File: src/rtl/led_seg_scanner_pwm.sv
// ----------------------------------------------------------------------------
// led_seg_scanner_pwm
//
// Time-multiplexes NUM_DIGITS hex digits onto a shared seven-segment bus.
// Each digit owns one slot of SCAN_DIV clocks.  Within a slot the digit is lit
// for the first ((brightness+1)*SCAN_DIV)>>PWM_BITS clocks, which gives a
// global PWM dimming control.  Digits can be individually disabled, carry a
// decimal point, and blink with a half-period of BLINK_FRAMES full frames.
//
// Per-digit inputs and brightness are captured into a shadow register at the
// start of each slot, so input changes in the middle of a slot never tear the
// displayed value.
//
// Ports:
//   clk         system clock
//   rst_n       asynchronous active-low reset
//   digits      hex value of digit i at [4i+3:4i]
//   digit_en    1 = digit i displayed
//   dp          decimal point of digit i
//   blink_en    1 = digit i blinks
//   brightness  0 = dimmest, all-ones = whole slot lit
//   seg_data    {dp,g,f,e,d,c,b,a}, polarity set by SEG_ACTIVE_LOW
//   seg_sel     one-hot digit select, polarity set by SEL_ACTIVE_LOW
//   frame_tick  one-cycle pulse when the scan wraps back to digit 0
// ----------------------------------------------------------------------------
module led_seg_scanner_pwm #(
    parameter int NUM_DIGITS     = 8,
    parameter int SCAN_DIV       = 500,
    parameter int PWM_BITS       = 3,
    parameter int BLINK_FRAMES   = 64,
    parameter int SEG_ACTIVE_LOW = 0,
    parameter int SEL_ACTIVE_LOW = 1
) (
    input  logic                      clk,
    input  logic                      rst_n,
    input  logic [4*NUM_DIGITS-1:0]   digits,
    input  logic [NUM_DIGITS-1:0]     digit_en,
    input  logic [NUM_DIGITS-1:0]     dp,
    input  logic [NUM_DIGITS-1:0]     blink_en,
    input  logic [PWM_BITS-1:0]       brightness,
    output logic [7:0]                seg_data,
    output logic [NUM_DIGITS-1:0]     seg_sel,
    output logic                      frame_tick
);

    localparam int PC_W   = $clog2(SCAN_DIV);
    localparam int IDX_W  = $clog2(NUM_DIGITS);
    localparam int FC_W   = (BLINK_FRAMES > 1) ? $clog2(BLINK_FRAMES) : 1;
    // Wide enough that (brightness+1)*SCAN_DIV can never overflow.
    localparam int PROD_W = PWM_BITS + 34;

    localparam logic [PC_W-1:0]       PC_LAST  = PC_W'(SCAN_DIV - 1);
    localparam logic [IDX_W-1:0]      IDX_LAST = IDX_W'(NUM_DIGITS - 1);
    localparam logic [FC_W-1:0]       FC_LAST  = FC_W'(BLINK_FRAMES - 1);
    localparam logic [7:0]            SEG_OFF  = (SEG_ACTIVE_LOW != 0) ? 8'hFF : 8'h00;
    localparam logic [NUM_DIGITS-1:0] SEL_OFF  = (SEL_ACTIVE_LOW != 0) ?
                                                 {NUM_DIGITS{1'b1}} : {NUM_DIGITS{1'b0}};

    // Hex to segment pattern, active-high, bit order {g,f,e,d,c,b,a}.
    function automatic logic [6:0] hex_to_seg(input logic [3:0] v);
        logic [6:0] s;
        case (v)
            4'h0:    s = 7'h3F;
            4'h1:    s = 7'h06;
            4'h2:    s = 7'h5B;
            4'h3:    s = 7'h4F;
            4'h4:    s = 7'h66;
            4'h5:    s = 7'h6D;
            4'h6:    s = 7'h7D;
            4'h7:    s = 7'h07;
            4'h8:    s = 7'h7F;
            4'h9:    s = 7'h6F;
            4'hA:    s = 7'h77;
            4'hB:    s = 7'h7C;
            4'hC:    s = 7'h39;
            4'hD:    s = 7'h5E;
            4'hE:    s = 7'h79;
            default: s = 7'h71;
        endcase
        return s;
    endfunction

    // Scan state
    logic [PC_W-1:0]       pc_q, pc_d;
    logic [IDX_W-1:0]      idx_q, idx_d;
    logic [FC_W-1:0]       fc_q, fc_d;
    logic                  bp_q, bp_d;

    // Slot shadow
    logic [3:0]            sh_digit_q, sh_digit_d;
    logic                  sh_dp_q, sh_dp_d;
    logic                  sh_en_q, sh_en_d;
    logic                  sh_blink_q, sh_blink_d;
    logic [PWM_BITS-1:0]   sh_bright_q, sh_bright_d;

    // Output registers
    logic [7:0]            seg_data_q, seg_data_d;
    logic [NUM_DIGITS-1:0] seg_sel_q, seg_sel_d;
    logic                  frame_tick_q, frame_tick_d;

    // Combinational helpers
    logic                  slot_end;
    logic                  frame_end;
    logic [PROD_W-1:0]     on_prod;
    logic [PROD_W-1:0]     on_lim;
    logic                  on_win;
    logic                  lit;
    logic [7:0]            data_raw;
    logic [NUM_DIGITS-1:0] sel_raw;

    always_comb begin
        slot_end  = (pc_q == PC_LAST);
        frame_end = slot_end && (idx_q == IDX_LAST);

        pc_d  = slot_end ? '0 : pc_q + 1'b1;
        idx_d = idx_q;
        if (slot_end) begin
            idx_d = frame_end ? '0 : idx_q + 1'b1;
        end

        // Blink phase flips once every BLINK_FRAMES full frames.
        fc_d = fc_q;
        bp_d = bp_q;
        if (frame_end) begin
            if (fc_q == FC_LAST) begin
                fc_d = '0;
                bp_d = ~bp_q;
            end else begin
                fc_d = fc_q + 1'b1;
            end
        end

        // Capture the settings of the digit about to be shown (idx_d).
        sh_digit_d  = sh_digit_q;
        sh_dp_d     = sh_dp_q;
        sh_en_d     = sh_en_q;
        sh_blink_d  = sh_blink_q;
        sh_bright_d = sh_bright_q;
        if (slot_end) begin
            sh_digit_d  = digits[{idx_d, 2'b00} +: 4];
            sh_dp_d     = dp[idx_d];
            sh_en_d     = digit_en[idx_d];
            sh_blink_d  = blink_en[idx_d];
            sh_bright_d = brightness;
        end

        // PWM on-window: all-ones brightness yields exactly SCAN_DIV.
        on_prod = (PROD_W'(sh_bright_q) + PROD_W'(1)) * PROD_W'(SCAN_DIV);
        on_lim  = on_prod >> PWM_BITS;
        on_win  = (PROD_W'(pc_q) < on_lim);

        lit = on_win && sh_en_q && !(sh_blink_q && bp_q);

        data_raw = 8'h00;
        sel_raw  = '0;
        if (lit) begin
            data_raw       = {sh_dp_q, hex_to_seg(sh_digit_q)};
            sel_raw[idx_q] = 1'b1;
        end

        seg_data_d   = (SEG_ACTIVE_LOW != 0) ? ~data_raw : data_raw;
        seg_sel_d    = (SEL_ACTIVE_LOW != 0) ? ~sel_raw  : sel_raw;
        frame_tick_d = frame_end;
    end

    always_ff @(posedge clk or negedge rst_n) begin
        if (!rst_n) begin
            pc_q         <= '0;
            idx_q        <= '0;
            fc_q         <= '0;
            bp_q         <= 1'b0;
            sh_digit_q   <= '0;
            sh_dp_q      <= 1'b0;
            sh_en_q      <= 1'b0;
            sh_blink_q   <= 1'b0;
            sh_bright_q  <= '0;
            seg_data_q   <= SEG_OFF;
            seg_sel_q    <= SEL_OFF;
            frame_tick_q <= 1'b0;
        end else begin
            pc_q         <= pc_d;
            idx_q        <= idx_d;
            fc_q         <= fc_d;
            bp_q         <= bp_d;
            sh_digit_q   <= sh_digit_d;
            sh_dp_q      <= sh_dp_d;
            sh_en_q      <= sh_en_d;
            sh_blink_q   <= sh_blink_d;
            sh_bright_q  <= sh_bright_d;
            seg_data_q   <= seg_data_d;
            seg_sel_q    <= seg_sel_d;
            frame_tick_q <= frame_tick_d;
        end
    end

    assign seg_data   = seg_data_q;
    assign seg_sel    = seg_sel_q;
    assign frame_tick = frame_tick_q;

endmodule

File: config.mk
export PLATFORM = sky130hd
export DESIGN_NAME = led_seg_scanner_pwm
export DESIGN_NICKNAME = d
export VERILOG_FILES = /design/src/rtl/led_seg_scanner_pwm.sv
export SDC_FILE = /design/constraint.sdc
export NUM_CORES = 1
export LEC_CHECK = 0
export BUFFER_PORTS_ARGS = -buffer_cell sky130_fd_sc_hd__buf_2
export CORE_MARGIN = 5
export CORE_UTILIZATION = 54
export DETAILED_ROUTE_END_ITERATION = 10
export PLACE_DENSITY_LB_ADDON = 0.08
export SLEW_MARGIN = 20
export SYNTH_ARGS = -nofsm -noshare
export SYNTH_HDL_FRONTEND = slang
export SYNTH_SLANG_ARGS = --single-unit
File: constraint.sdc
create_clock -name clk -period 5 [get_ports clk]
set_clock_uncertainty 0.15 [all_clocks]
set_input_delay 0.5 -clock clk [delete_from_list [all_inputs] [get_ports clk]]
set_output_delay 0.5 -clock clk [all_outputs]
set_load 0.05 [all_outputs]
======== Word level (Yosys, flattened, before mapping) ========
Memories as Yosys holds them, arrays and structs flattened.
Index checks and enable logic that the tools add are counted.
storage, ports and cells
  register bits after elaboration ......... 46
  ROM bits ................................ 112
  bits of input ports ..................... 61
  output and inout bits ................... 17
  word-level logic and storage cells ...... 49
  memories kept ........................... 1
cells by class
  $add $sub $neg .......................... 4
  multiply operators ...................... 1
  magnitude comparators ................... 4
  eq/ne operators ......................... 3
  shifts and indexed selects .............. 1
  multiplexer cells ....................... 14
  bitwise operators ....................... 2
  reduce and logical (&&, ||, !) cells .... 7
memory list
  name              depth  width  read ports  clocked after Yosys merged registers in  wr ports  line  source
  (name not given)  16     7      1           0                                        0         62    case (v)
operators by type and width
  operator                                                                count
  32-bit by 6-bit variable part select with 4-bit output                  1
  8-bit 2-to-1 mux                                                        2
  4-bit by 7-bit multiplier with 11-bit output (second input constant)    1
  9-bit by 10-bit < comparator with 1-bit output                          1
  9-bit by 1-bit adder with 9-bit output (second input constant)          1
  1-bit binary-select mux with 3-bit select                               3
  9-bit == test (second input constant)                                   1
  9-bit 2-to-1 mux                                                        1
  3-bit by 4-bit < comparator with 1-bit output (second input constant)   2
  8-bit NOT                                                               1
  6-bit by 1-bit adder with 6-bit output (second input constant)          1
  6-bit == test (second input constant)                                   1
  3-bit 2-to-1 mux                                                        2
  6-bit 2-to-1 mux                                                        1
  1-bit logical AND                                                       5
  3-bit by 1-bit adder with 4-bit output (second input constant)          1
  1-bit 2-to-1 mux                                                        4
  3-bit by 1-bit adder with 3-bit output (second input constant)          1
  1-bit demux with 3-bit select                                           1
  3-bit == test (second input constant)                                   1
  3-bit by 1-bit >= comparator with 1-bit output (second input constant)  1
  2-bit AND reduction                                                     1
  1-bit logical NOT                                                       1
  1-bit NOT                                                               1

======== Depth between registers and ports, before layout ========
Gate-level depths: netlist (run 1).
  word-level depth ........................ 7
  gate-level depth with buffers ........... 19
  depth with buffers taken out ............ 18

======== Least setup slack after synthesis (run 1) ========
Ideal clock, no wire load.
  path kind ............................... reg-to-reg
  start point ............................. register sh_bright_q[0]
  end point ............................... register seg_data_q[5], in the netlist seg_data[5]
  library setup time ...................... 67 ps
  data arrival time ....................... 4099 ps
  required time ........................... 4783 ps
  path slack .............................. 684 ps
  stages on the path, launching flop included .. 18
  path buffers ............................ 1
  period minus slack after synthesis ...... 4316 ps
  cells stage by stage .................... dfrtp_1 ha_1 xor2_1 inv_1 fa_1 fa_1 inv_1 ha_1 a21o_1 a21oi_1 o21bai_1 xor2_1 ha_1 a211oi_1 and3b_1 a21o_1 clkbuf_1 o311a_1
between the ends
  cells in the longest elaborated chain, start to end .. 6
RTL lines
  what                                            line  source
  start, declared                                 94    logic [PWM_BITS-1:0] sh_bright_q, sh_bright_d;
  start signal, assigned                          189   sh_bright_q <= sh_bright_d;
  3-bit by 1-bit adder with 4-bit output          148   on_prod = (PROD_W'(sh_bright_q) + PROD_W'(1)) * PROD_W'(SCAN_DIV);
  4-bit by 7-bit multiplier with 11-bit output    148
  9-bit by 10-bit < comparator with 1-bit output  150   on_win = (PROD_W'(pc_q) < on_lim);
  1-bit logical AND (2 in series)                 152   lit = on_win && sh_en_q && !(sh_blink_q && bp_q);
  8-bit 2-to-1 mux                                156   if (lit) begin
  named net data_raw[5]                           108   logic [7:0] data_raw;
  end signal, assigned                            190   seg_data_q <= seg_data_d;
  end, declared                                   97    logic [7:0] seg_data_q, seg_data_d;
The timed path passes the listed nets, and every way through them passes these cells.
A chain may end at the register's enable or synchronous reset.

======== Worst setup path in the final report (run 1) ========
Same ends and word-level chain as after synthesis.

==> results of run 1 <==
[per-stage QoR]
| stage | utilization (%) | setup slack (ns) | total power (W) |
|---|---|---|---|
| floorplan | - | 0.684 | 0.000388 |
| finish | 64.3 | 0.403 | 0.000743 |
| global placement | 61.8 | 0.579 | 0.000418 |
| CTS | 64.1 | 0.373 | 0.000749 |
| detailed placement | 61.8 | 0.399 | 0.000419 |
| global route | 64.3 | 0.0233 | 0.000770 |
[routing by layer]
metal | part of all wire, % | wire, um | vias to the layer above | global-route usage [%]
met5 | 0 | 0 | - | 0
met4 | 0.81 | 57 | 0 | 3.77
met3 | 5.9 | 413 | 5 | 3.57
met2 | 46 | 3270 | 77 | 31.6
met1 | 47 | 3310 | 1261 | 26.5
li1 | - | - | 1337 | -
[cells by family after synthesis]
family	synth area share, %
fa+ha+maj	14.4
simple gates	18.2
buf+inv	6.04
flops	35.5
compound gates	15.6
xor+xnor	3.48
mux	6.80
[registers in the layout, summed over array words and instances, names as in the netlist]
| register | flops |
|---|---|
| seg_data | 8 |
| pc_q | 9 |
| sh_bright_q | 3 |
| sh_blink_q | 1 |
| sh_dp_q | 1 |
| fc_q | 6 |
| seg_sel | 8 |
| sh_digit_q | 4 |
| idx_q | 3 |
| frame_tick | 1 |
| sh_en_q | 1 |
| bp_q | 1 |
[final cells by class]
class	instances	area, um^2	area share [%]
Clock inverter	3	68.8	1.81
Inverter	26	97.6	2.56
Tap cell	75	93.8	2.47
Multi-Input combinational cell	254	1920	50.4
Clock buffer	5	68.8	1.81
Timing Repair Buffer	78	395	10.4
Sequential cell	46	1160	30.5
[worst paths after layout]
path,endpoint,depth (start not counted),slack (ns)
max,seg_data[5]$_DFF_PN0_,17,0.40
min,fc_q[4]$_DFFE_PN0P_,1,0.04
max reg2reg,seg_data[5]$_DFF_PN0_,17,0.40
min reg2reg,fc_q[4]$_DFFE_PN0P_,1,0.32
max in group asynchronous,pc_q[6]$_DFF_PN0_,1,4.26
min in group clk,sh_bright_q[2]$_DFFE_PN0P_,3,0.26
[power groups by stage]
stage               Clock, W  Combinational, W  Sequential [W]
floorplan                  0        0.00000852        0.000379
global placement           0         0.0000391        0.000379
detailed placement         0         0.0000396        0.000379
CTS                 0.000337         0.0000398        0.000372
global route        0.000353         0.0000447        0.000372
finish              0.000332         0.0000391        0.000372
[critical path: stages, from the launching register on]
cell and delay (ns):
sky130_fd_sc_hd__dfrtp_1 0.49, sky130_fd_sc_hd__ha_1 0.24, sky130_fd_sc_hd__xor2_1 0.24, sky130_fd_sc_hd__inv_1 0.09, sky130_fd_sc_hd__fa_1 0.55, sky130_fd_sc_hd__fa_1 0.54
sky130_fd_sc_hd__inv_1 0.04, sky130_fd_sc_hd__ha_1 0.32, sky130_fd_sc_hd__a21o_1 0.19, sky130_fd_sc_hd__a21oi_1 0.16, sky130_fd_sc_hd__o21bai_1 0.09, sky130_fd_sc_hd__xor2_1 0.15
sky130_fd_sc_hd__ha_1 0.30, sky130_fd_sc_hd__o21a_1 0.11, sky130_fd_sc_hd__o21ai_0 0.19, sky130_fd_sc_hd__nor2b_1 0.17, sky130_fd_sc_hd__a21o_1 0.30, sky130_fd_sc_hd__o311a_1 0.22
[cells in the final DEF (no fill, tap or decap), types with 6 or more instances in the layout]
cell type,instances
sky130_fd_sc_hd__a211oi_1,8
sky130_fd_sc_hd__a21o_1,8
sky130_fd_sc_hd__a21oi_1,11
sky130_fd_sc_hd__buf_2,76
sky130_fd_sc_hd__dfrtp_1,38
sky130_fd_sc_hd__dfstp_2,8
sky130_fd_sc_hd__fa_1,6
sky130_fd_sc_hd__ha_1,28
sky130_fd_sc_hd__inv_1,26
sky130_fd_sc_hd__mux2_2,7
sky130_fd_sc_hd__mux2i_1,11
sky130_fd_sc_hd__nand2_1,39
sky130_fd_sc_hd__nand3_1,20
sky130_fd_sc_hd__nor2_1,13
sky130_fd_sc_hd__o211a_1,7
sky130_fd_sc_hd__o21ai_0,11
sky130_fd_sc_hd__o21ai_1,9
sky130_fd_sc_hd__o31ai_1,8
sky130_fd_sc_hd__xor2_1,8
==> results_tabular.tex, run 1 <==
\begin{tabular}{lr}
\hline
Metric & Value \\
\hline
\multicolumn{2}{l}{\textbf{Worst setup path}} \\
\quad Crit Path Max Fanout & 11 \\
\quad Req. time, crit path & 5.09 ns \\
\quad Kind of end point of the critical path & register \\
\quad Critical setup path kind & reg2reg \\
\quad Crit path launch type & register \\
\quad First element of the critical path & sh\_bright\_q[0]\$\_DFFE\_PN0P\_ \\
\quad Arrival time reported for the critical path endpoint & 4.69 ns \\
\quad Critical R2R Launch & sh\_bright\_q[0]\$\_DFFE\_PN0P\_ \\
\multicolumn{2}{l}{\textbf{Power}} \\
\quad Combinational group share of total power & 5.3\% \\
\quad Proportion of power drawn by the clock network & $\sim$45\% \\
\quad Power density relative to cell area & between 150 and 200 mW/mm\^{}2 \\
\quad Share of total power in sequential cells & approximately 50\% \\
\quad Switch Pwr & approximately 0.00015 W \\
\quad Switching portion of total power & 20.0\% \\
\quad VDD IR max & 0.000169 V \\
\quad Static power due to leakage & 1.94 nW \\
\quad Internal portion of total power & 0.000594 W \\
\multicolumn{2}{l}{\textbf{Final layout}} \\
\quad Fill cell total of the finished layout & 517 \\
\quad Diodes inserted & 0 \\
\quad Number of nets in the final layout & 506 \\
\quad Share of cells above drive strength 1 & approximately 28\% \\
\quad Area Overhead vs Synth & 16.2\% \\
\quad Final standard cell area without fillers & 0.00380 mm\^{}2 \\
\quad Cell Count, Final, Fillers Out & 487 \\
\multicolumn{2}{l}{\textbf{Floorplan}} \\
\quad Area of the core region & 0.00592 mm\^{}2 \\
\quad Total Die Area & 0.00772 mm\^{}2 \\
\quad Die width & 87.9 um \\
\quad Cell row count & 28 \\
\quad Initial cell density of the core & 55.3\% \\
\quad Ports & 78 \\
\quad Die height & 87.9 um \\
\multicolumn{2}{l}{\textbf{Drt}} \\
\quad Routed vias & between 2k and 3k \\
\quad DRC violations left & 0 \\
\quad Total Wirelength & about 7 mm \\
\quad Initial DRT Pass Iterations & 4 \\
\quad Violation count after the first detailed-routing iteration & 124 \\
\quad Routed length per placed instance & 14.5 um \\
\quad Number of vias per cell & 5.50 \\
\quad Antenna-violating nets left & 0 \\
\multicolumn{2}{l}{\textbf{Clock network}} \\
\quad Clock buffer count from CTS & 5 \\
\quad Root buffer cell & sky130\_fd\_sc\_hd\_\_clkbuf\_8 \\
\quad Clock-pin slew on the worst setup and hold paths & 0.09 ns \\
\quad TritonCTS clock tree & done \\
\quad CTS sink count & 46 \\
\quad Source-to-sink clock delay at the later pin of the worst-skew pair & 0.29 ns \\
\quad Count of hold buffers inserted by post-cts repair & 0 \\
\quad Clock Tree Buf Depth & 2 \\
\quad Buffer count from post-CTS setup fixing & 0 \\
\quad CTS H-tree lvls & 2 \\
\quad Count of cells resized by post-cts repair & 0 \\
\multicolumn{2}{l}{\textbf{STA}} \\
\quad Unrepaired setup endpoints after global routing & no \\
\quad Accumulated negative setup slack & 0 ns \\
\quad Clock period minus worst slack & 4.60 ns \\
\quad Max-slew violation count & 0 \\
\quad Worst relative slew slack & 54.8\% \\
\quad Top achievable clock speed & 0.218 GHz \\
\quad Total setup violations reported at the end of the flow & 0 \\
\quad Final critical-path share of the clock period & 91.9\% \\
\quad Worst hold slack across all endpoints & 0.0425 ns \\
\quad Final hold viol count & 0 \\
\quad Slew at the pin with the worst max-slew slack & 0.678 ns \\
\multicolumn{2}{l}{\textbf{Placed design}} \\
\quad Sum of net half-perimeters after detailed placement & 5.42 mm \\
\quad Instance area after placement & 0.00366 mm\^{}2 \\
\quad Port-buffer cells & 77 \\
\quad Routability cong. & roughly 0.88 \\
\quad Count of placed standard cells including taps & 479 \\
\multicolumn{2}{l}{\textbf{Yosys}} \\
\quad Mean Syn Cell Area & 9.60 um\^{}2 \\
\quad Top-count cell post-synth & sky130\_fd\_sc\_hd\_\_nand2\_1 \\
\quad Cell accounting for the most synthesized area & sky130\_fd\_sc\_hd\_\_dfrtp\_1 \\
\quad EDFF count, synth & 0 \\
\quad Portion of the post-synthesis area used by sequential elements & approximately 35\% \\
\quad Share of synthesized flip-flops with an asynchronous set or reset & 100\% \\
\quad Primary FF master, synth & sky130\_fd\_sc\_hd\_\_dfrtp\_1 \\
\quad Post-synthesis cell area & 0.00327 mm\^{}2 \\
\quad Leading cell types by total area after synthesis & sky130\_fd\_sc\_hd\_\_dfrtp\_1 29\%, sky130\_fd\_sc\_hd\_\_ha\_1 11\%, sky130\_fd\_sc\_hd\_\_dfstp\_2 6.4\% \\
\quad Post-synth net total & 436 \\
\quad Gate Count Post-Synth & 341 \\
\quad List of most frequent post-synthesis cells & 39 x sky130\_fd\_sc\_hd\_\_nand2\_1, 38 x sky130\_fd\_sc\_hd\_\_dfrtp\_1, 28 x sky130\_fd\_sc\_hd\_\_ha\_1 \\
\quad Area share of the leading cell type in the synthesized netlist & 29.1\% \\
\quad Synth Register Bits & 46 \\
\quad Count of warnings emitted by yosys & 0 \\
\quad Synth unique cells & 61 \\
\multicolumn{2}{l}{\textbf{Worst hold path}} \\
\quad Min-Delay Path Class & in2async \\
\multicolumn{2}{l}{\textbf{GRT}} \\
\quad Maximum number of pins on one net before global-route repair & 47 \\
\quad Global-route wire length before repair & 11.8 mm \\
\quad Global route total overflow & 0 \\
\quad Overall fraction of global-route tracks in use & 19.1\% \\
\quad Number of global-route vias before repair & $\sim$2.6k \\
\quad Initial antenna violation count & 0 \\
\multicolumn{2}{l}{\textbf{Run}} \\
\quad Max-capacitance violation count & 0 \\
\multicolumn{2}{l}{\textbf{Outcome}} \\
\quad Result of the run & complete, no violations \\
\hline
\end{tabular}
Note: power is estimated with default switching activity, not from simulation.
==> run 2, diff against run 1 <==
Settings changed: CELL_PAD_IN_SITES_DETAIL_PLACEMENT set to 1, CELL_PAD_IN_SITES_GLOBAL_PLACEMENT set to 1, CORE_UTILIZATION 54 to 41.
==> results_tabular.tex, run 2 (synthesis gave the netlist of run 1 again) <==
\begin{tabular}{lr}
\hline
Metric & Value \\
\hline
\multicolumn{2}{l}{\textbf{Outcome}} \\
\quad Result of the run & complete, no violations (unchanged) \\
\multicolumn{2}{l}{\textbf{Worst setup path}} \\
\quad Reg-to-Reg End & seg\_data[6]\$\_DFF\_PN0\_ (was seg\_data[5]\$\_DFF\_PN0\_) \\
\quad Critical Path Max Stage Delay & 0.54 ns (was 0.55 ns) \\
\quad Critical setup path kind & reg2reg (unchanged) \\
\quad Ordered list of cells on the worst path & ha\_1, xor2\_1, inv\_1, fa\_1, fa\_1, inv\_1, ha\_1, a21o\_1, a21oi\_1, o21bai\_1, xor2\_1, ha\_1, a211oi\_1, a31oi\_1, a2111oi\_0 (was ha\_1, xor2\_1, inv\_1, fa\_1, fa\_1, inv\_1, ha\_1, a21o\_1, a21oi\_1, o21bai\_1, xor2\_1, ha\_1, o21a\_1, o21ai\_0, nor2b\_1, a21o\_1, o311a\_1) \\
\quad Crit path launch type & register (unchanged) \\
\quad Worst r2r path cells & 15 (was 17) \\
\quad Critical R2R Launch & sh\_bright\_q[0]\$\_DFFE\_PN0P\_ (unchanged) \\
\quad Master of the slowest instance on the critical path & sky130\_fd\_sc\_hd\_\_fa\_1 (unchanged) \\
\quad Kind of end point of the critical path & register (unchanged) \\
\quad Req. time, crit path & 4.98 ns (was 5.09 ns) \\
\quad Crit Path Max Fanout & 6 (was 11) \\
\quad Arrival time reported for the critical path endpoint & 4.76 ns (was 4.69 ns) \\
\quad Reg2Reg Setup Slack & 0.22 ns (was 0.40 ns) \\
\quad Library cell appearing most often on the critical path & sky130\_fd\_sc\_hd\_\_ha\_1 (unchanged) \\
\quad Buffer and inverter count on the worst path & 2 (unchanged) \\
\quad Worst path top cell family by delay & adder cells (unchanged) \\
\multicolumn{2}{l}{\textbf{Final layout}} \\
\quad Leading cell types in the layout, fill and taps excluded & 76 x sky130\_fd\_sc\_hd\_\_buf\_2, 39 x sky130\_fd\_sc\_hd\_\_nand2\_1, 38 x sky130\_fd\_sc\_hd\_\_dfrtp\_1 (unchanged) \\
\quad Fill cell total of the finished layout & 938 (was 517) \\
\quad Number of nets in the final layout & 506 (unchanged) \\
\quad Share of cells above drive strength 1 & 27.7\% (unchanged) \\
\quad Sequential Area & 0.00116 mm\^{}2 (unchanged) \\
\quad Area used by multi-input combinational logic & 0.00192 mm\^{}2 (unchanged) \\
\quad Area Overhead vs Synth & 16.5\% (was 16.2\%) \\
\quad Max reg flops & 9 (unchanged) \\
\quad Diodes inserted & 0 (unchanged) \\
\quad Largest Register & pc\_q (unchanged) \\
\quad Most common library cell in the layout ignoring fill and taps & sky130\_fd\_sc\_hd\_\_buf\_2 (unchanged) \\
\multicolumn{2}{l}{\textbf{STA}} \\
\quad Top achievable clock speed & 0.209 GHz (was 0.218 GHz) \\
\quad Total setup violations reported at the end of the flow & 0 (unchanged) \\
\quad Accumulated negative setup slack & 0 ns (unchanged) \\
\quad Final critical-path share of the clock period & 95.6\% (was 91.9\%) \\
\quad Unrepaired setup endpoints after global routing & no (unchanged) \\
\quad Worst relative slew slack & 47.7\% (was 54.8\%) \\
\quad Worst path setup slack after routing & 0.222 ns (was 0.403 ns) \\
\quad Final hold viol count & 0 (unchanged) \\
\quad Max-slew violation count & 0 (unchanged) \\
\quad Clock period minus worst slack & 4.78 ns (was 4.60 ns) \\
\quad Slew at the pin with the worst max-slew slack & 0.785 ns (was 0.678 ns) \\
\multicolumn{2}{l}{\textbf{Drt}} \\
\quad Violation count after the first detailed-routing iteration & 65 (was 124) \\
\quad Initial DRT Pass Iterations & 4 (unchanged) \\
\quad Total Wirelength & 8.35 mm (was 7.05 mm) \\
\quad DRC violations left & 0 (unchanged) \\
\quad Routed length per placed instance & 16.2 um (was 14.5 um) \\
\quad Routed vias & 2,746 (was 2,680) \\
\quad Antenna-violating nets left & 0 (unchanged) \\
\quad Number of vias per cell & 5.34 (was 5.50) \\
\multicolumn{2}{l}{\textbf{Clock network}} \\
\quad Clock-pin slew on the worst setup and hold paths & 0.09 ns (about the same) \\
\quad Source-to-sink clock delay at the later pin of the worst-skew pair & 0.29 ns (about the same) \\
\quad Buffer count from post-CTS setup fixing & 0 (unchanged) \\
\quad Root buffer cell & sky130\_fd\_sc\_hd\_\_clkbuf\_8 (unchanged) \\
\quad Count of cells resized by post-cts repair & 0 (unchanged) \\
\quad TritonCTS clock tree & done (unchanged) \\
\quad Clock buffer count from CTS & 5 (unchanged) \\
\quad Clock Tree Buf Depth & 2 (unchanged) \\
\quad CTS H-tree lvls & 2 (unchanged) \\
\quad Count of hold buffers inserted by post-cts repair & 0 (unchanged) \\
\quad CTS sink count & 46 (unchanged) \\
\multicolumn{2}{l}{\textbf{Floorplan}} \\
\quad Cell row count & 32 (was 28) \\
\quad Ports & 78 (unchanged) \\
\quad Initial cell density of the core & 42.1\% (was 55.3\%) \\
\quad Die height & 99.4 um (was 87.9 um) \\
\quad Total Die Area & 0.00987 mm\^{}2 (was 0.00772 mm\^{}2) \\
\quad Area of the core region & 0.00777 mm\^{}2 (was 0.00592 mm\^{}2) \\
\quad Die width & 99.4 um (was 87.9 um) \\
\multicolumn{2}{l}{\textbf{Power}} \\
\quad Power density relative to cell area & 182 mW/mm\^{}2 (was 195 mW/mm\^{}2) \\
\quad Combinational group share of total power & 5.7\% (was 5.3\%) \\
\quad Switch Pwr & 0.000150 W (was 0.000149 W) \\
\quad Internal portion of total power & 0.000544 W (was 0.000594 W) \\
\quad Proportion of power drawn by the clock network & 40.7\% (was 44.7\%) \\
\quad VDD IR max & 0.000100 V (was 0.000169 V) \\
\quad Share of total power in sequential cells & 53.6\% (was 50.1\%) \\
\quad Switching portion of total power & 21.6\% (was 20.0\%) \\
\quad Static power due to leakage & 1.93 nW (was 1.94 nW) \\
\multicolumn{2}{l}{\textbf{GRT}} \\
\quad Number of global-route vias before repair & 3,013 (was 2,576) \\
\quad Global route total overflow & 0 (unchanged) \\
\quad Initial antenna violation count & 0 (unchanged) \\
\quad Overall fraction of global-route tracks in use & 18.0\% (was 19.1\%) \\
\quad Global-route wire length before repair & 14.4 mm (was 11.8 mm) \\
\quad Maximum number of pins on one net before global-route repair & 47 (unchanged) \\
\multicolumn{2}{l}{\textbf{Placed design}} \\
\quad Sum of net half-perimeters after detailed placement & 6.55 mm (was 5.42 mm) \\
\quad Port-buffer cells & 77 (unchanged) \\
\quad Routability cong. & 0.758 (was 0.883) \\
\quad Post-place setup slack & 0.235 ns (was 0.399 ns) \\
\multicolumn{2}{l}{\textbf{Worst hold path}} \\
\quad Min-Delay Path Class & in2async (unchanged) \\
\multicolumn{2}{l}{\textbf{Run}} \\
\quad Max-capacitance violation count & 0 (unchanged) \\
\hline
\end{tabular}
-- run 2: cell type report --
| class | count | share of cell area (%) |
|---|---|---|
| multi-input cells | 254 | 50.3 |
| flip-flops and latches | 46 | 30.4 |
| repair buffers | 78 | 10.4 |
| well taps | 102 | 3.35 |
| inverters | 26 | 2.56 |
| clock buffers | 5 | 1.80 |
| clock inverters | 3 | 1.15 |
-- run 2: worst max-delay path by stage --
| stage | start | to | slack, ns | cells past startpoint |
|---|---|---|---|---|
| after floorplan | sh_bright_q[0]$_DFFE_PN0P_ | seg_data[5]$_DFF_PN0_ | 0.68 | 17 |
| after global placement | sh_bright_q[0]$_DFFE_PN0P_ | seg_data[5]$_DFF_PN0_ | 0.58 | 16 |
| after detailed placement | sh_bright_q[0]$_DFFE_PN0P_ | seg_data[6]$_DFF_PN0_ | 0.24 | 15 |
| after CTS | sh_bright_q[0]$_DFFE_PN0P_ | seg_data[6]$_DFF_PN0_ | 0.23 | 15 |
| after global routing | sh_bright_q[0]$_DFFE_PN0P_ | seg_data[5]$_DFF_PN0_ | 0.03 | 17 |
| final | sh_bright_q[0]$_DFFE_PN0P_ | seg_data[6]$_DFF_PN0_ | 0.22 | 15 |
-- run 2: worst register-to-register path, delay by kind of cell (launching register included) --
family | cells | cell delay [ns]
flops | 1 | 0.51
fa+ha+maj | 5 | 1.97
compound gates | 6 | 1.50
buf+inv | 2 | 0.14
xor+xnor | 2 | 0.36
-- run 2: layer usage --
metal	vias up	global-route usage, %	part of all wire, %
met4	0	3.89	0.91
met3	4	4.28	6.5
met1	1335	23.0	45
met5	-	0	0
met2	75	31.0	48
li1	1332	-	-
-- run 2: through the flow --
step           std cells  hold WS, ns  utilization (%)  power (W)  instance area, um^2
6_report             514       0.0444             49.1   0.000694                 3810
5_1_grt              514        0.107             49.1   0.000722                 3810
4_1_cts              514        0.252             49.0   0.000707                 3810
3_5_place_dp         506        0.305             47.6   0.000420                 3690
3_3_place_gp         506        0.305             47.6   0.000419                 3690
2_1_floorplan        341       0.0544                -   0.000388                 3270
-- run 2: power groups by stage --
stage          Combinational (W)  Clock, W  Sequential (W)
5_1_grt                0.0000459  0.000304        0.000372
4_1_cts                0.0000410  0.000294        0.000372
3_5_place_dp           0.0000409         0        0.000379
6_report               0.0000398  0.000282        0.000372
3_3_place_gp           0.0000398         0        0.000379
2_1_floorplan         0.00000852         0        0.000379
==> run 3, diff against run 2 <==
Settings changed: CTS_BUF_LIST set to sky130_fd_sc_hd__clkbuf_4 sky130_fd_sc_hd__clkbuf_8 sky130_fd_sc_hd__clkbuf_16, PLACE_DENSITY_LB_ADDON 0.08 to 0.1, REMOVE_ABC_BUFFERS set to 1.
==> results_tabular.tex, run 3 (synthesis gave the netlist of run 1 again) <==
\begin{tabular}{lr}
\hline
Metric & Value \\
\hline
\multicolumn{2}{l}{\textbf{Outcome}} \\
\quad Result of the run & complete, no violations (unchanged) \\
\multicolumn{2}{l}{\textbf{STA}} \\
\quad Final hold viol count & 0 (unchanged) \\
\quad Accumulated negative setup slack & 0 ns (unchanged) \\
\quad Worst path setup slack after routing & 0.341 ns (was 0.222 ns) \\
\quad Clock period minus worst slack & 4.66 ns (was 4.78 ns) \\
\quad Total setup violations reported at the end of the flow & 0 (unchanged) \\
\quad Slew at the pin with the worst max-slew slack & 0.903 ns (was 0.785 ns) \\
\quad Top achievable clock speed & 0.215 GHz (was 0.209 GHz) \\
\quad Max-slew violation count & 0 (unchanged) \\
\quad Final critical-path share of the clock period & 93.2\% (was 95.6\%) \\
\quad Unrepaired setup endpoints after global routing & no (unchanged) \\
\quad Worst relative slew slack & 39.4\% (was 47.7\%) \\
\multicolumn{2}{l}{\textbf{Clock network}} \\
\quad Source-to-sink clock delay at the later pin of the worst-skew pair & 0.29 ns (about the same) \\
\quad Clock buffer count from CTS & 5 (unchanged) \\
\quad Root buffer cell & sky130\_fd\_sc\_hd\_\_clkbuf\_8 (unchanged) \\
\quad CTS H-tree lvls & 2 (unchanged) \\
\quad Clock-pin slew on the worst setup and hold paths & 0.09 ns (about the same) \\
\quad Buffer count from post-CTS setup fixing & 0 (unchanged) \\
\quad CTS sink count & 46 (unchanged) \\
\quad Count of cells resized by post-cts repair & 0 (unchanged) \\
\quad Count of hold buffers inserted by post-cts repair & 0 (unchanged) \\
\quad Clock Tree Buf Depth & 2 (unchanged) \\
\quad TritonCTS clock tree & done (unchanged) \\
\multicolumn{2}{l}{\textbf{Floorplan}} \\
\quad Ports & 78 (unchanged) \\
\quad Die width & 99.4 um (unchanged) \\
\quad Total Die Area & 0.00987 mm\^{}2 (unchanged) \\
\quad Cell row count & 32 (unchanged) \\
\quad Initial cell density of the core & 42.1\% (unchanged) \\
\quad Area of the core region & 0.00777 mm\^{}2 (unchanged) \\
\quad Die height & 99.4 um (unchanged) \\
\multicolumn{2}{l}{\textbf{Worst setup path}} \\
\quad Buffer and inverter count on the worst path & 2 (unchanged) \\
\quad Total number of cells along the worst setup path & 15 (unchanged) \\
\quad First element of the critical path & sh\_bright\_q[0]\$\_DFFE\_PN0P\_ (unchanged) \\
\quad Reg2Reg Setup Slack & 0.34 ns (was 0.22 ns) \\
\quad Critical Path Max Stage Delay & 0.54 ns (about the same) \\
\quad Crit path launch type & register (unchanged) \\
\quad Arrival time reported for the critical path endpoint & 4.66 ns (was 4.76 ns) \\
\quad Master of the slowest instance on the critical path & sky130\_fd\_sc\_hd\_\_fa\_1 (unchanged) \\
\quad End point of the critical path & seg\_data[6]\$\_DFF\_PN0\_ (unchanged) \\
\quad Ordered list of cells on the worst path & ha\_1, xor2\_1, inv\_1, fa\_1, fa\_1, inv\_1, ha\_1, a21o\_1, a21oi\_1, o21bai\_1, xor2\_1, ha\_1, a211oi\_1, a31oi\_1, a2111oi\_0 (unchanged) \\
\quad Worst path top cell family by delay & adder cells (unchanged) \\
\quad Req. time, crit path & 5.00 ns (was 4.98 ns) \\
\quad Crit Path Max Fanout & 6 (unchanged) \\
\quad Critical setup path kind & reg2reg (unchanged) \\
\quad Library cell appearing most often on the critical path & sky130\_fd\_sc\_hd\_\_ha\_1 (unchanged) \\
\quad Kind of end point of the critical path & register (unchanged) \\
\quad Critical R2R Launch & sh\_bright\_q[0]\$\_DFFE\_PN0P\_ (unchanged) \\
\quad Reg-to-Reg End & seg\_data[6]\$\_DFF\_PN0\_ (unchanged) \\
\quad Worst r2r path cells & 15 (unchanged) \\
\multicolumn{2}{l}{\textbf{Final layout}} \\
\quad Diodes inserted & 0 (unchanged) \\
\quad Sequential Area & 0.00116 mm\^{}2 (unchanged) \\
\quad Fill cell total of the finished layout & 937 (was 938) \\
\quad Largest Register & pc\_q (unchanged) \\
\quad Leading cell types in the layout, fill and taps excluded & 76 x sky130\_fd\_sc\_hd\_\_buf\_2, 39 x sky130\_fd\_sc\_hd\_\_nand2\_1, 38 x sky130\_fd\_sc\_hd\_\_dfrtp\_1 (unchanged) \\
\quad Area Overhead vs Synth & 16.6\% (was 16.5\%) \\
\quad Final standard cell area without fillers & 0.00382 mm\^{}2 (was 0.00381 mm\^{}2) \\
\quad Area used by multi-input combinational logic & 0.00191 mm\^{}2 (was 0.00192 mm\^{}2) \\
\quad Share of cells above drive strength 1 & 27.8\% (was 27.7\%) \\
\quad Max reg flops & 9 (unchanged) \\
\quad Number of nets in the final layout & 507 (was 506) \\
\quad Most common library cell in the layout ignoring fill and taps & sky130\_fd\_sc\_hd\_\_buf\_2 (unchanged) \\
\multicolumn{2}{l}{\textbf{Drt}} \\
\quad Number of vias per cell & 5.32 (was 5.34) \\
\quad Initial DRT Pass Iterations & 4 (unchanged) \\
\quad Routed length per placed instance & 16.0 um (was 16.2 um) \\
\quad Antenna-violating nets left & 0 (unchanged) \\
\quad DRC violations left & 0 (unchanged) \\
\quad Total Wirelength & 8.24 mm (was 8.35 mm) \\
\quad Routed vias & 2,739 (was 2,746) \\
\quad Violation count after the first detailed-routing iteration & 68 (was 65) \\
\multicolumn{2}{l}{\textbf{Power}} \\
\quad Power density relative to cell area & 183 mW/mm\^{}2 (was 182 mW/mm\^{}2) \\
\quad Static power due to leakage & 1.93 nW (about the same) \\
\quad VDD IR max & 0.0000820 V (was 0.000100 V) \\
\multicolumn{2}{l}{\textbf{GRT}} \\
\quad Initial antenna violation count & 0 (unchanged) \\
\quad Global route total overflow & 0 (unchanged) \\
\quad Global-route wire length before repair & 14.1 mm (was 14.4 mm) \\
\quad Maximum number of pins on one net before global-route repair & 47 (unchanged) \\
\quad Number of global-route vias before repair & 3,015 (was 3,013) \\
\quad Overall fraction of global-route tracks in use & 17.5\% (was 18.0\%) \\
\multicolumn{2}{l}{\textbf{Placed design}} \\
\quad Port-buffer cells & 77 (unchanged) \\
\quad Sum of net half-perimeters after detailed placement & 6.50 mm (was 6.55 mm) \\
\quad Instance area after placement & 0.00370 mm\^{}2 (was 0.00369 mm\^{}2) \\
\quad Post-place setup slack & 0.359 ns (was 0.235 ns) \\
\quad Routability cong. & 0.763 (was 0.758) \\
\multicolumn{2}{l}{\textbf{Run}} \\
\quad Max-capacitance violation count & 0 (unchanged) \\
\multicolumn{2}{l}{\textbf{Worst hold path}} \\
\quad Min-Delay Path Class & in2async (unchanged) \\
\hline
\end{tabular}
run 3: worst register-to-register path: stages (launching register included):
cell and delay [ns]:
sky130_fd_sc_hd__dfrtp_1 0.50, sky130_fd_sc_hd__ha_1 0.26, sky130_fd_sc_hd__xor2_1 0.22, sky130_fd_sc_hd__inv_1 0.09, sky130_fd_sc_hd__fa_1 0.54, sky130_fd_sc_hd__fa_1 0.53
sky130_fd_sc_hd__inv_1 0.04, sky130_fd_sc_hd__ha_1 0.32, sky130_fd_sc_hd__a21o_1 0.19, sky130_fd_sc_hd__a21oi_1 0.14, sky130_fd_sc_hd__o21bai_1 0.08, sky130_fd_sc_hd__xor2_1 0.15
sky130_fd_sc_hd__ha_1 0.30, sky130_fd_sc_hd__a211oi_1 0.29, sky130_fd_sc_hd__a31oi_1 0.24, sky130_fd_sc_hd__a2111oi_0 0.47
run 3: area by class of cell:
| type | instances | area share [%] |
|---|---|---|
| clock buffers | 6 | 2.00 |
| well taps | 102 | 3.34 |
| inverters | 26 | 2.56 |
| repair buffers | 79 | 10.6 |
| flip-flops and latches | 46 | 30.4 |
| clock inverters | 2 | 0.983 |
| multi-input cells | 254 | 50.1 |
run 3: report_power, final:
part	total, W	internal [W]	switching [W]	leakage, nW
clock	0.000284	0.000155	0.000130	0.0548
combinational	0.0000405	0.0000221	0.0000185	1.35
sequential	0.000372	0.000372	0	0.522
run 3: per-stage QoR:
| step | power (W) | std cells | util [%] | hold slack, ns |
|---|---|---|---|---|
| CTS | 0.000711 | 515 | 49.1 | 0.261 |
| global route | 0.000733 | 515 | 49.1 | 0.109 |
| floorplan | 0.000388 | 326 | - | 0.0544 |
| global placement | 0.000419 | 507 | 47.6 | 0.303 |
| finish | 0.000697 | 515 | 49.1 | 0.0678 |
| detailed placement | 0.000420 | 507 | 47.6 | 0.303 |
run 3: worst min path at each step:
| stage | end | slack [ns] | from |
|---|---|---|---|
| 2_1_floorplan | bp_q$_DFFE_PN0P_ | 0.05 | rst_n |
| 3_3_place_gp | fc_q[4]$_DFFE_PN0P_ | 0.30 | fc_q[4]$_DFFE_PN0P_ |
| 6_report | sh_bright_q[0]$_DFFE_PN0P_ | 0.07 | rst_n |
| 4_1_cts | sh_bright_q[1]$_DFFE_PN0P_ | 0.26 | brightness[1] |
| 5_1_grt | pc_q[4]$_DFF_PN0_ | 0.11 | rst_n |
| 3_5_place_dp | fc_q[4]$_DFFE_PN0P_ | 0.30 | fc_q[4]$_DFFE_PN0P_ |
run 3: routing by layer:
metal	vias to the layer above	global-route usage [%]	wire length (um)	part of all wire (%)
li1	1338	-	-	-
met1	1325	22.1	3730	45
met2	71	31.3	4020	49
met3	5	3.02	414	5.0
met4	0	3.47	76	0.92
met5	-	0	0	0
